## src/rtl/div_pkg.sv

```systemverilog
//------------------------------------------------------------------------------
// Module  : div_pkg
// Brief   : Shared state encoding and width constants for the sequential divider.
// Rev     : 1.0  initial release
//------------------------------------------------------------------------------
`default_nettype none

package div_pkg;

    localparam int DEF_DATA_WIDTH = 32;
    localparam int DEF_ADDR_WIDTH = 5;
    localparam int DEF_CNT_WIDTH  = $clog2(DEF_DATA_WIDTH + 1);

    typedef enum logic [1:0] {
        IDLE = 2'd0,
        CALC = 2'd1,
        DONE = 2'd2
    } div_state_t;

    // Step counter must hold the value DATA_WIDTH itself, hence the +1.
    function automatic int cnt_width(input int data_width);
        return $clog2(data_width + 1);
    endfunction

endpackage

`default_nettype wire

```

## src/rtl/div_step.sv

```systemverilog
//------------------------------------------------------------------------------
// Module  : div_step
// Brief   : One combinational restoring-division step on {rem, quo}.
// Rev     : 1.0  initial release
//------------------------------------------------------------------------------
`default_nettype none

module div_step
    import div_pkg::*;
#(
    parameter int DATA_WIDTH = DEF_DATA_WIDTH
) (
    input  logic [DATA_WIDTH-1:0] rem,
    input  logic [DATA_WIDTH-1:0] quo,
    input  logic [DATA_WIDTH-1:0] divisor,
    output logic [DATA_WIDTH-1:0] rem_nxt,
    output logic [DATA_WIDTH-1:0] quo_nxt
);

    logic [DATA_WIDTH:0] w_shift;
    logic [DATA_WIDTH:0] w_trial;

    // rem < divisor on entry, so the shifted value and the trial difference
    // both fit in DATA_WIDTH+1 bits and bit DATA_WIDTH is a valid sign.
    assign w_shift = {rem, quo[DATA_WIDTH-1]};
    assign w_trial = w_shift - {1'b0, divisor};

    assign rem_nxt = w_trial[DATA_WIDTH] ? w_shift[DATA_WIDTH-1:0] : w_trial[DATA_WIDTH-1:0];
    assign quo_nxt = {quo[DATA_WIDTH-2:0], ~w_trial[DATA_WIDTH]};

endmodule

`default_nettype wire

```

## src/rtl/seq_divider.sv

```systemverilog
//------------------------------------------------------------------------------
// Module  : seq_divider
// Brief   : Multi-cycle restoring divider feeding the register file write port.
//           Optional signed support via macro SEQ_DIVIDER_SIGNED_EN.
// Rev     : 1.0  initial release
//------------------------------------------------------------------------------
`default_nettype none

module seq_divider
    import div_pkg::*;
#(
    parameter int DATA_WIDTH = DEF_DATA_WIDTH,
    parameter int ADDR_WIDTH = DEF_ADDR_WIDTH
) (
    input  logic                  clk,
    input  logic                  rst,
    input  logic                  start,
    input  logic [DATA_WIDTH-1:0] dividend,
    input  logic [DATA_WIDTH-1:0] divisor,
    input  logic [ADDR_WIDTH-1:0] dest_addr,
    input  logic                  signed_op,
    output logic                  busy,
    output logic                  wb_en,
    output logic [ADDR_WIDTH-1:0] wb_addr,
    output logic [DATA_WIDTH-1:0] wb_data,
    output logic [DATA_WIDTH-1:0] rem_data,
    output logic                  div_by_zero
);

    localparam int CNT_W = cnt_width(DATA_WIDTH);

    div_state_t            r_state;
    div_state_t            w_state_nxt;
    logic [DATA_WIDTH-1:0] r_rem;
    logic [DATA_WIDTH-1:0] r_quo;
    logic [DATA_WIDTH-1:0] r_div;
    logic [CNT_W-1:0]      r_cnt;
    logic [ADDR_WIDTH-1:0] r_addr;
    logic [DATA_WIDTH-1:0] r_wb_data;
    logic [DATA_WIDTH-1:0] r_rem_data;
    logic                  r_dbz;

    logic [DATA_WIDTH-1:0] w_step_rem;
    logic [DATA_WIDTH-1:0] w_step_quo;
    logic [DATA_WIDTH-1:0] w_dvd_mag;
    logic [DATA_WIDTH-1:0] w_dvs_mag;
    logic [DATA_WIDTH-1:0] w_q_fix;
    logic [DATA_WIDTH-1:0] w_r_fix;
    logic                  w_accept;
    logic                  w_zero;
    logic                  w_last;

    assign w_accept = (r_state == IDLE) && start;
    assign w_zero   = (divisor == '0);
    assign w_last   = (r_state == CALC) && (r_cnt == CNT_W'(1));

`ifdef SEQ_DIVIDER_SIGNED_EN
    logic w_dvd_neg;
    logic w_dvs_neg;
    logic r_neg_q;
    logic r_neg_r;

    assign w_dvd_neg = signed_op & dividend[DATA_WIDTH-1];
    assign w_dvs_neg = signed_op & divisor[DATA_WIDTH-1];
    assign w_dvd_mag = w_dvd_neg ? -dividend : dividend;
    assign w_dvs_mag = w_dvs_neg ? -divisor  : divisor;

    // Fix-up is applied to the final step output so DONE costs no extra cycle.
    assign w_q_fix = r_neg_q ? -w_step_quo : w_step_quo;
    assign w_r_fix = r_neg_r ? -w_step_rem : w_step_rem;

    always_ff @(posedge clk or negedge rst) begin
        if (!rst) begin
            r_neg_q <= 1'b0;
            r_neg_r <= 1'b0;
        end else if (w_accept) begin
            r_neg_q <= w_dvd_neg ^ w_dvs_neg;
            r_neg_r <= w_dvd_neg;
        end
    end
`else
    logic w_unused_signed_op;

    assign w_unused_signed_op = signed_op;
    assign w_dvd_mag          = dividend;
    assign w_dvs_mag          = divisor;
    assign w_q_fix            = w_step_quo;
    assign w_r_fix            = w_step_rem;
`endif

    div_step #(
        .DATA_WIDTH (DATA_WIDTH)
    ) u_step (
        .rem     (r_rem),
        .quo     (r_quo),
        .divisor (r_div),
        .rem_nxt (w_step_rem),
        .quo_nxt (w_step_quo)
    );

    always_ff @(posedge clk or negedge rst) begin
        if (!rst) begin
            r_state <= IDLE;
        end else begin
            r_state <= w_state_nxt;
        end
    end

    always_comb begin
        w_state_nxt = r_state;
        busy        = 1'b0;
        wb_en       = 1'b0;
        case (r_state)
            IDLE: begin
                if (start) begin
                    w_state_nxt = w_zero ? DONE : CALC;
                end
            end
            CALC: begin
                busy = 1'b1;
                if (w_last) begin
                    w_state_nxt = DONE;
                end
            end
            DONE: begin
                busy        = 1'b1;
                wb_en       = 1'b1;
                w_state_nxt = IDLE;
            end
            default: begin
                w_state_nxt = IDLE;
            end
        endcase
    end

    always_ff @(posedge clk or negedge rst) begin
        if (!rst) begin
            r_rem      <= '0;
            r_quo      <= '0;
            r_div      <= '0;
            r_cnt      <= '0;
            r_addr     <= '0;
            r_wb_data  <= '0;
            r_rem_data <= '0;
            r_dbz      <= 1'b0;
        end else if (w_accept) begin
            r_addr <= dest_addr;
            if (w_zero) begin
                r_wb_data  <= '1;
                r_rem_data <= dividend;
                r_dbz      <= 1'b1;
            end else begin
                r_rem <= '0;
                r_quo <= w_dvd_mag;
                r_div <= w_dvs_mag;
                r_cnt <= CNT_W'(DATA_WIDTH);
                r_dbz <= 1'b0;
            end
        end else if (r_state == CALC) begin
            r_rem <= w_step_rem;
            r_quo <= w_step_quo;
            r_cnt <= r_cnt - CNT_W'(1);
            if (w_last) begin
                r_wb_data  <= w_q_fix;
                r_rem_data <= w_r_fix;
            end
        end
    end

    assign wb_addr     = r_addr;
    assign wb_data     = r_wb_data;
    assign rem_data    = r_rem_data;
    assign div_by_zero = r_dbz;

endmodule

`default_nettype wire
```

## config.mk

```make
export PLATFORM = sky130hd
export DESIGN_NAME = seq_divider
export DESIGN_NICKNAME = d
export VERILOG_FILES = /design/src/rtl/div_pkg.sv /design/src/rtl/div_step.sv /design/src/rtl/seq_divider.sv
export SDC_FILE = /design/constraint.sdc
export NUM_CORES = 1
export LEC_CHECK = 0
export BUFFER_PORTS_ARGS = -buffer_cell sky130_fd_sc_hd__buf_2
export CORE_MARGIN = 2
export CORE_UTILIZATION = 48
export DETAILED_ROUTE_END_ITERATION = 8
export GPL_TIMING_DRIVEN = 0
export PLACE_DENSITY = 0.69
export SETUP_SLACK_MARGIN = 0.5
export SLEW_MARGIN = 10
export SYNTH_ARGS = -nofsm -noshare
export SYNTH_HDL_FRONTEND = slang
export SYNTH_HIERARCHICAL = 1
export SYNTH_SLANG_ARGS = --single-unit
```

## constraint.sdc

```tcl
create_clock -name clk -period 4.35 [get_ports clk]
set_clock_uncertainty 0.2 [all_clocks]
set_input_delay 0.2175 -clock clk [delete_from_list [all_inputs] [get_ports clk]]
set_output_delay 0.2175 -clock clk [all_outputs]
set_load 0.05 [all_outputs]
```

==> results of run 1 <==
what timing repair did:
item / CTS / global route
gates resized for setup: 28 / 9
endpoints found under the hold margin: 158 / 0
cloned: 1 / 0
endpoints found under the setup margin: 51 / 57
pin swaps: 18 / 4
setup buffers: 16 / 6
hold buffers: 70 / 0
cell usage in the layout (no fill, tap or decap), types with 9 or more instances in the layout:
cell type,n
inv_1,54
mux2_2,34
a22o_1,33
o32a_1,36
mux2_4,21
clkbuf_16,17
a21oi_1,74
xnor2_1,14
buf_4,54
nand2_1,48
nor2_1,77
nor4_1,9
o21ai_0,16
buf_2,149
dlygate4sd3_1,70
o21a_1,43
ha_1,36
nand3_1,15
clkbuf_1,34
a21o_1,17
nor3_1,9
o32ai_1,15
dfrtp_1,174
xor2_1,13
through the flow:
stage               setup TNS [ps]  setup slack, ps
CTS                              0              318
global placement              -465            -88.7
floorplan                        0              513
finish                           0              337
global route                     0              256
detailed placement            -492            -86.9
worst paths after layout:
check / from / end / slack (ps) / cells past startpoint
worst max-delay path: r_quo[31] / rem_data[14] / 340 / 17
worst min-delay path: dividend[2] / r_quo[2] / 30 / 3
worst max register to register: r_quo[31] / rem_data[14] / 340 / 17
worst min register to register: r_cnt[5] / r_cnt[5] / 280 / 1
max in group asynchronous: rst / r_div[22] / 2920 / 3
min in group asynchronous: rst / wb_data[10] / 120 / 2
cell type report:
class	instances	area (um^2)	area share
inverter	55	219	0.0175
buffer	89	578	0.0461
sequential	174	4350	0.347
timing repair buffer	237	1680	0.134
tap	270	338	0.0269
clock inverter	14	185	0.0148
clock buffer	17	425	0.0339
multi-input combinational	622	4760	0.380
power breakdown:
part / leakage [nW] / internal, mW / switching, mW
clock: 0.288 / 0.914 / 0.690
combinational: 3.55 / 2.83 / 3.77
sequential: 2.20 / 2.34 / 0.465
flip-flops by register name, indices dropped and copies added, names as in the netlist:
signal and flops:
r_cnt 6, div_by_zero 1, r_div 32, rem_data 32, r_rem 32, r_state 2
wb_addr 5, wb_data 32, r_quo 32
layer usage:
metal | up-vias | track usage | wire (um)
met5 | - | 0 | 0
met4 | 0 | 0.0801 | 701
met3 | 49 | 0.0410 | 1570
met2 | 318 | 0.413 | 13000
met1 | 4163 | 0.365 | 12400
li1 | 3931 | - | -
critical path: cells and delay by family, from the launching register on:
family / cells / cell delay (ps)
fa+ha+maj: 2 / 550
mux: 2 / 520
simple gates: 4 / 910
compound gates: 5 / 970
flops: 1 / 370
buf+inv: 4 / 370
cell families after synthesis:
logic type / share of synthesized area
muxes: 0.0740
and+or+nand+nor: 0.0997
DFF: 0.445
AOI/OAI and AO/OA: 0.226
adders and majority gates: 0.0494
buffers and inverters: 0.0810
xor gates and xnor gates: 0.0242
==> impl_metrics.json, run 1 <==
{
  "netlist_instances": 940,
  "die_y_um": 147,
  "cts_made_buffers": 17,
  "vias": 8461,
  "start_util": 0.486,
  "fin_util": 0.624,
  "finalNonFillerCells": 1478,
  "rsz0062_at_grt": "yes",
  "placed_area_um2": 10900,
  "clk_pin_slew_ps": 70,
  "yosysTopAreaCell": "dfrtp_1",
  "routedWlPerCell_um": 18.7,
  "cp-end-kind": "flip-flop",
  "post-synth-top-area-fraction": 0.445,
  "slowest_delay_ps": 390,
  "slew_headroom": 0.354,
  "power_mw": 11.0,
  "cts_tree": "built",
  "report.final.slew_viol_count": 0,
  "cts_buffer_depth": 2,
  "finalCritPeriodShare": 0.923,
  "p_leak_nw": 6.04,
  "synth_common_cells": "dfrtp_1, nor2_1, a21oi_1, inv_1, nand2_1",
  "cap_violations": 0,
  "die_w_um": 147,
  "grt_pass1_wl_mm": 44.5,
  "grt-ovfl-total": 0,
  "cp_max_fo": 7,
  "max_freq_mhz": 249,
  "finalHoldViolations": 0,
  "cp_slowest_cell": "or3_4",
  "syn-cell-area_um2": 9780,
  "final_cell_area_um2": 12500,
  "track_usage": 0.259,
  "irDropWorstVdd_uv": 462,
  "ys_async_sr_fraction": 1.00,
  "io_buffers": 143,
  "path_cells": "inv_1 -> ha_2 -> fa_2 -> and2b_2 -> o2111ai_4 -> a21oi_2 -> o2111ai_2 -> a211oi_2 -> nor2_4 -> mux2i_4 -> and2_4 -> buf_12 -> inv_12 -> buf_12 -> mux2_4 -> or3_4 -> o221a_4",
  "dieArea_um2": 21500,
  "gp_congestion": 0.882,
  "drt-initial-drc-count": 634,
  "grt_max_degree": 109,
  "cts_root_buf": "clkbuf_16",
  "tightestPinTransition_ps": 967,
  "core_area_um2": 20100,
  "drcViolationCount": 0,
  "io_pins": 145,
  "fillers": 1645,
  "cp_data_arrival_time_ps": 4140,
  "yosysMostFrequentCell": "dfrtp_1",
  "min_path_type": "in -> reg",
  "yosysSeqAreaShare": 0.445,
  "synth.avg_cell_area_um2": 10.4,
  "drive_gt1_frac": 0.291,
  "drt_first_pass_iters": 5,
  "syn-num-nets": 1051,
  "yosys_warnings": 6,
  "synth-edff-count": 0,
  "crit_type": "reg -> reg",
  "worstPathRequired_ps": 4480,
  "layout.nets": 1307,
  "setup_viol": 0,
  "crit_top_cell": "buf_12",
  "num_rows": 52,
  "routed_wl_mm": 27.7,
  "ant_nets": 0,
  "ys_ff_latch": 174,
  "cts.sinks": 174,
  "area_growth_syn_to_layout_pct": 28.2,
  "fin_crit_ps": 4010,
  "clock_latency_ps": 430,
  "whs_ps": 33.7,
  "ys.flop_type": "dfrtp_1",
  "vias_per_cell": 5.72,
  "grt_pass1_vias": 8373,
  "ys_types": 77,
  "synthTopCellsByArea": "dfrtp_1, ha_1, mux2_2, a21oi_1, o32a_1",
  "power_density_nw_per_um2": 878,
  "status": "complete, no violations",
  "htreeDepth": 4,
  "startpoint_type": "flip-flop",
  "antenna_found_initial": 0,
  "dp_hpwl_mm": 19.6,
  "dpl.cell_count": 1354,
  "n_antenna_cell": 0
}
Power figures use the tool's default switching activity.
==> inputs of run 2 (changes only) <==
--- a/config.mk
+++ b/config.mk
@@ -10,7 +10,7 @@
 export CORE_UTILIZATION = 48
 export DETAILED_ROUTE_END_ITERATION = 8
 export GPL_TIMING_DRIVEN = 0
-export PLACE_DENSITY = 0.69
+export PLACE_DENSITY = 0.72
 export SETUP_SLACK_MARGIN = 0.5
 export SLEW_MARGIN = 10
 export SYNTH_ARGS = -nofsm -noshare
==> constraint.sdc (replaced) <==
create_clock -name clk -period 3.48 [get_ports clk]
set_clock_uncertainty 0.2 [all_clocks]
set_input_delay 0.174 -clock clk [delete_from_list [all_inputs] [get_ports clk]]
set_output_delay 0.174 -clock clk [all_outputs]
set_load 0.05 [all_outputs]
==> run 2 against run 1 <==
Net effect:
- the flow now finishes with violations (negative setup slack)
- combinational power rose by 36%
- global-route usage rose by 1.1 points
- core utilization rose by 1.5 points
- hold slack improved by 53 ps
- non-clock buffer count rose by 9
- critical path type unchanged
- largest power group unchanged
==> impl_metrics.json, run 2 (synthesis results as in run 1) <==
{
  "status": "complete, but fails checks",
  "violations": "negative setup slack",
  "cts_tree": "built",
  "vias_per_cell": 5.85,
  "num_rows": 52,
  "cellInternalPower_mw": 7.78,
  "cp_max_fo": 7,
  "cts_made_buffers": 17,
  "place_ws_ps": -790,
  "power_density_nw_per_um2": 1120,
  "cap_violations": 0,
  "crit_path_end": "rem_data[27]",
  "p_leak_nw": 6.13,
  "rr_worst_depth": 17,
  "drive_gt1_frac": 0.316,
  "whs_ps": 86.9,
  "gp_congestion": 0.975,
  "drt-initial-drc-count": 684,
  "seqPwrFrac": 0.245,
  "cp_data_arrival_time_ps": 4060,
  "fin_ws_ps": -448,
  "layout_commonest_cell": "dfrtp_1",
  "worstPathRequired_ps": 3610,
  "die_y_um": 147,
  "crit-reg2reg-launch": "r_quo[31]",
  "layout.nets": 1316,
  "use_met2": 0.439,
  "vias": 8699,
  "max_freq_mhz": 255,
  "dpl.cell_count": 1354,
  "antenna_found_initial": 0,
  "cp-end-kind": "flip-flop",
  "fin_crit_ps": 3930,
  "use_met3": 0.0559,
  "power.share.clock": 0.130,
  "area_growth_syn_to_layout_pct": 31.3,
  "dp_hpwl_mm": 20.2,
  "final_cell_mix": "dfrtp_1, buf_2, nor2_1",
  "routed_wl_mm": 29.5,
  "slew_headroom": 0.412,
  "clock_latency_ps": 440,
  "n_antenna_cell": 0,
  "rsz0062_at_grt": "yes",
  "start_util": 0.486,
  "startpoint": "r_quo[31]",
  "r2r_end": "rem_data[27]",
  "io_pins": 145,
  "grt.met1_usage": 0.358,
  "ant_nets": 0,
  "grt_pass1_vias": 8546,
  "crit_type": "reg -> reg",
  "dieArea_um2": 21500,
  "track_usage": 0.270,
  "cts_root_buf": "clkbuf_16",
  "grt-ovfl-total": 0,
  "min_path_type": "in -> async",
  "grt_max_degree": 95,
  "finalCritPeriodShare": 1.13,
  "finalHoldViolations": 0,
  "irDropWorstVdd_uv": 746,
  "cts_buffer_depth": 2,
  "cts.sinks": 174,
  "drcViolationCount": 0,
  "clk_pin_slew_ps": 80,
  "io_buffers": 143,
  "finalNonFillerCells": 1488,
  "startpoint_type": "flip-flop",
  "tightestPinTransition_ps": 880,
  "die_w_um": 147,
  "power_mw": 14.4,
  "busiest_layer": "met2",
  "setup_viol": 57,
  "grt_pass1_wl_mm": 45.6,
  "core_area_um2": 20100,
  "htreeDepth": 4,
  "routedWlPerCell_um": 19.8,
  "drt_first_pass_iters": 5,
  "report.final.slew_viol_count": 0,
  "p_comb_frac": 0.625,
  "final.setup.tns_ps": -16040,
  "sw_frac_of_total": 0.458,
  "p_sw_mw": 6.59,
  "r2r_setup_slack_ps": -450
}
[run 2: cell count changes in the layout (fill, tap and decap cells not counted), sizes merged]
cell / delta
bufinv: -3
dlygate4sd3: +1
buf: +7
clkinvlp: -2
inv: +6
clkinv: -1
clkbuf: +2
[run 2: what timing repair did]
| item | 4_1_cts | 5_1_grt |
|---|---|---|
| gates cloned | 1 | 0 |
| pin swaps | 11 | 11 |
| hold buffers | 71 | 0 |
| buffers inserted | 16 | 14 |
| hold endpoints to repair | 180 | 0 |
| gates resized for setup | 44 | 42 |
| setup endpoints to repair | 66 | 111 |
[run 2: routing by layer]
layer  part of all wire  wire, um
met1               0.42     12400
met2               0.48     14100
met3              0.059      1750
met4              0.041      1210
met5                  0         0
[run 2: area by class of cell]
| class | instances | area (um^2) |
|---|---|---|
| timing repair buffer | 246 | 1810 |
| tap | 270 | 338 |
| inverter | 55 | 219 |
| buffer | 89 | 581 |
| multi-input combinational | 622 | 4960 |
| clock buffer | 18 | 429 |
| sequential | 174 | 4350 |
| fill | 1588 | 7270 |
| clock inverter | 14 | 140 |
[run 2: worst min path at each step]
stage,slack [ps],cells past startpoint,startpoint,end
global route,150,2,rst,rem_data[8]
floorplan,-320,0,rst,div_by_zero
detailed placement,10,1,rst,rem_data[7]
CTS,140,2,rst,wb_data[7]
global placement,170,3,dest_addr[0],wb_addr[0]
finish,90,2,rst,rem_data[8]
[run 2: stage by stage]
step | util | area [um^2]
after floorplan | - | 9790
after global placement | 0.539 | 10800
after detailed placement | 0.541 | 10900
after CTS | 0.623 | 12500
after global routing | 0.638 | 12800
final | 0.638 | 12800
[run 2: critical path, stage by stage (launching register included)]
cell and delay [ps]:
dfrtp_1 380, inv_1 80, ha_4 170, fa_2 340
and2b_2 270, o2111ai_4 130, a21oi_2 200, o2111ai_2 180
a211oi_2 290, nor2_4 80, mux2i_4 200, and2_4 170
buf_12 130, inv_12 70, buf_12 140, mux2_4 310
or3_4 340, o221a_4 120
[run 2: power groups by stage]
stage | Combinational [mW] | Clock, mW | Sequential, mW
CTS | 8.33 | 1.89 | 3.50
detailed placement | 7.49 | 0 | 3.52
global route | 9.52 | 1.99 | 3.63
floorplan | 4.62 | 0 | 4.66
finish | 8.98 | 1.87 | 3.52
global placement | 7.39 | 0 | 3.50
==> inputs of run 3 (changes only) <==
--- a/config.mk
+++ b/config.mk
@@ -10,7 +10,7 @@
 export CORE_UTILIZATION = 48
 export DETAILED_ROUTE_END_ITERATION = 8
 export GPL_TIMING_DRIVEN = 0
-export PLACE_DENSITY = 0.72
+export PLACE_DENSITY = 0.69
 export SETUP_SLACK_MARGIN = 0.5
 export SLEW_MARGIN = 10
 export SYNTH_ARGS = -nofsm -noshare
==> constraint.sdc (replaced) <==
create_clock -name clk -period 4.5 [get_ports clk]
set_clock_uncertainty 0.2 [all_clocks]
set_input_delay 0.225 -clock clk [delete_from_list [all_inputs] [get_ports clk]]
set_output_delay 0.225 -clock clk [all_outputs]
set_load 0.05 [all_outputs]
==> run 3 against run 2 <==
Net effect:
- the run now ends clean
- fmax shrank 2.9%
- flip-flop and latch count unchanged
- critical path type unchanged
- first-iteration DRC count shrank 11%
- critical path depth shrank 1
- clock-buffer cell count stayed put
==> impl_metrics.json, run 3 (synthesis results as in run 1) <==
{
  "grt_max_degree": 106,
  "power.share.clock": 0.141,
  "fin_crit_ps": 4050,
  "p_leak_nw": 5.98,
  "grt-ovfl-total": 0,
  "vias": 8330,
  "area_growth_syn_to_layout_pct": 26.7,
  "irDropWorstVdd_uv": 484,
  "cp_slowest_cell": "dfrtp_1",
  "ant_nets": 0,
  "max_freq_mhz": 247,
  "cp_max_fo": 6,
  "routed_wl_mm": 27.8,
  "cp-end-kind": "flip-flop",
  "layout_commonest_cell": "dfrtp_1",
  "seqPwrFrac": 0.261,
  "finalCritPeriodShare": 0.899,
  "dieArea_um2": 21500,
  "grt_pass1_vias": 8347,
  "cp_num_buf_inv": 3,
  "r2r_setup_slack_ps": 450,
  "vias_per_cell": 5.64,
  "crit_top_cell": "buf_12",
  "cts_made_buffers": 17,
  "slowest_delay_ps": 420,
  "crit_type": "reg -> reg",
  "antenna_found_initial": 0,
  "finalHoldViolations": 0,
  "startpoint_type": "flip-flop",
  "gp_congestion": 0.894,
  "setup_viol": 0,
  "dp_hpwl_mm": 20.0,
  "cts.sinks": 174,
  "track_usage": 0.262,
  "die_w_um": 147,
  "io_pins": 145,
  "drt-initial-drc-count": 607,
  "cts_tree": "built",
  "clk_pin_slew_ps": 80,
  "whs_ps": 116,
  "fin_util": 0.616,
  "tightestPinTransition_ps": 965,
  "cp_data_arrival_time_ps": 4190,
  "layout.nets": 1304,
  "min_path_type": "in -> async",
  "start_util": 0.486,
  "p_sw_mw": 4.78,
  "slew_headroom": 0.355,
  "htreeDepth": 4,
  "drive_gt1_frac": 0.284,
  "sw_frac_of_total": 0.460,
  "cellInternalPower_mw": 5.61,
  "status": "complete, no violations",
  "p_comb_frac": 0.598,
  "final_cell_area_um2": 12400,
  "placed_area_um2": 10900,
  "grt_pass1_wl_mm": 44.4,
  "power_density_nw_per_um2": 838,
  "drcViolationCount": 0,
  "core_area_um2": 20100,
  "die_y_um": 147,
  "worstPathRequired_ps": 4640,
  "cpLargestDelayFamily": "compound AO/OA/AOI/OAI gates",
  "num_rows": 52,
  "routedWlPerCell_um": 18.8,
  "report.final.slew_viol_count": 0,
  "drt_first_pass_iters": 4,
  "clock_latency_ps": 440,
  "path_cells": "ha_2 -> fa_2 -> and2b_2 -> o2111ai_4 -> a21oi_2 -> o2111ai_2 -> a211oi_2 -> nor2_4 -> mux2i_4 -> and2_4 -> buf_12 -> inv_12 -> buf_12 -> mux2_4 -> or3_4 -> o221a_4",
  "final_cell_mix": "dfrtp_1, buf_2, nor2_1",
  "io_buffers": 143,
  "cts_buffer_depth": 2,
  "rsz0062_at_grt": "yes",
  "cts_root_buf": "clkbuf_16",
  "cap_violations": 0,
  "n_antenna_cell": 0
}
## run 3: cell type report
class,count,area [um^2]
plain buffers,89,578
clock buffers,18,429
repair buffers,234,1630
clock inverters,14,140
multi-input cells,622,4710
well taps,270,338
fillers,1698,7710
inverters,55,219
flip-flops and latches,174,4350
## run 3: final timing paths
path | from | to | cells after the start
setup / recovery | r_div[0] | rem_data[27] | 16
hold / removal | rst | wb_data[9] | 2
setup reg to reg | r_div[0] | rem_data[27] | 16
hold reg to reg | r_cnt[5] | r_cnt[5] | 1
max in group asynchronous | rst | rem_data[17] | 3
min in group clk | r_cnt[5] | r_cnt[5] | 1
## run 3: per-layer routing
layer | routed length (um) | GRT usage | share of wire
met3 | 1210 | 0.0351 | 0.043
met5 | 0 | 0 | 0
met1 | 12800 | 0.364 | 0.46
met4 | 931 | 0.104 | 0.033
met2 | 12900 | 0.419 | 0.46
## run 3: power by group through the flow
stage	sequential [mW]	combinational, mW	clock (mW)
after floorplan	3.60	3.56	0
after global placement	2.71	5.70	0
after detailed placement	2.73	5.77	0
after CTS	2.71	6.01	1.48
after global routing	2.80	6.65	1.53
final	2.71	6.21	1.46
## run 3: timing repair
action / CTS / global route
hold endpoints to repair: 163 / 0
setup buffers: 13 / 6
gates resized for setup: 6 / 15
endpoints found under the setup margin: 49 / 34
pin swaps: 7 / 14
hold buffers: 71 / 0
## run 3: metrics by stage
step           setup slack [ps]  power (mW)  std cells  setup TNS, ps
2_1_floorplan               607        7.17        940              0
3_3_place_gp               9.67        8.41       1353              0
3_5_place_dp              -4.88        8.50       1354          -4.88
4_1_cts                     510        10.2       1470              0
5_1_grt                     350        11.0       1476              0
6_report                    453        10.4       1476              0
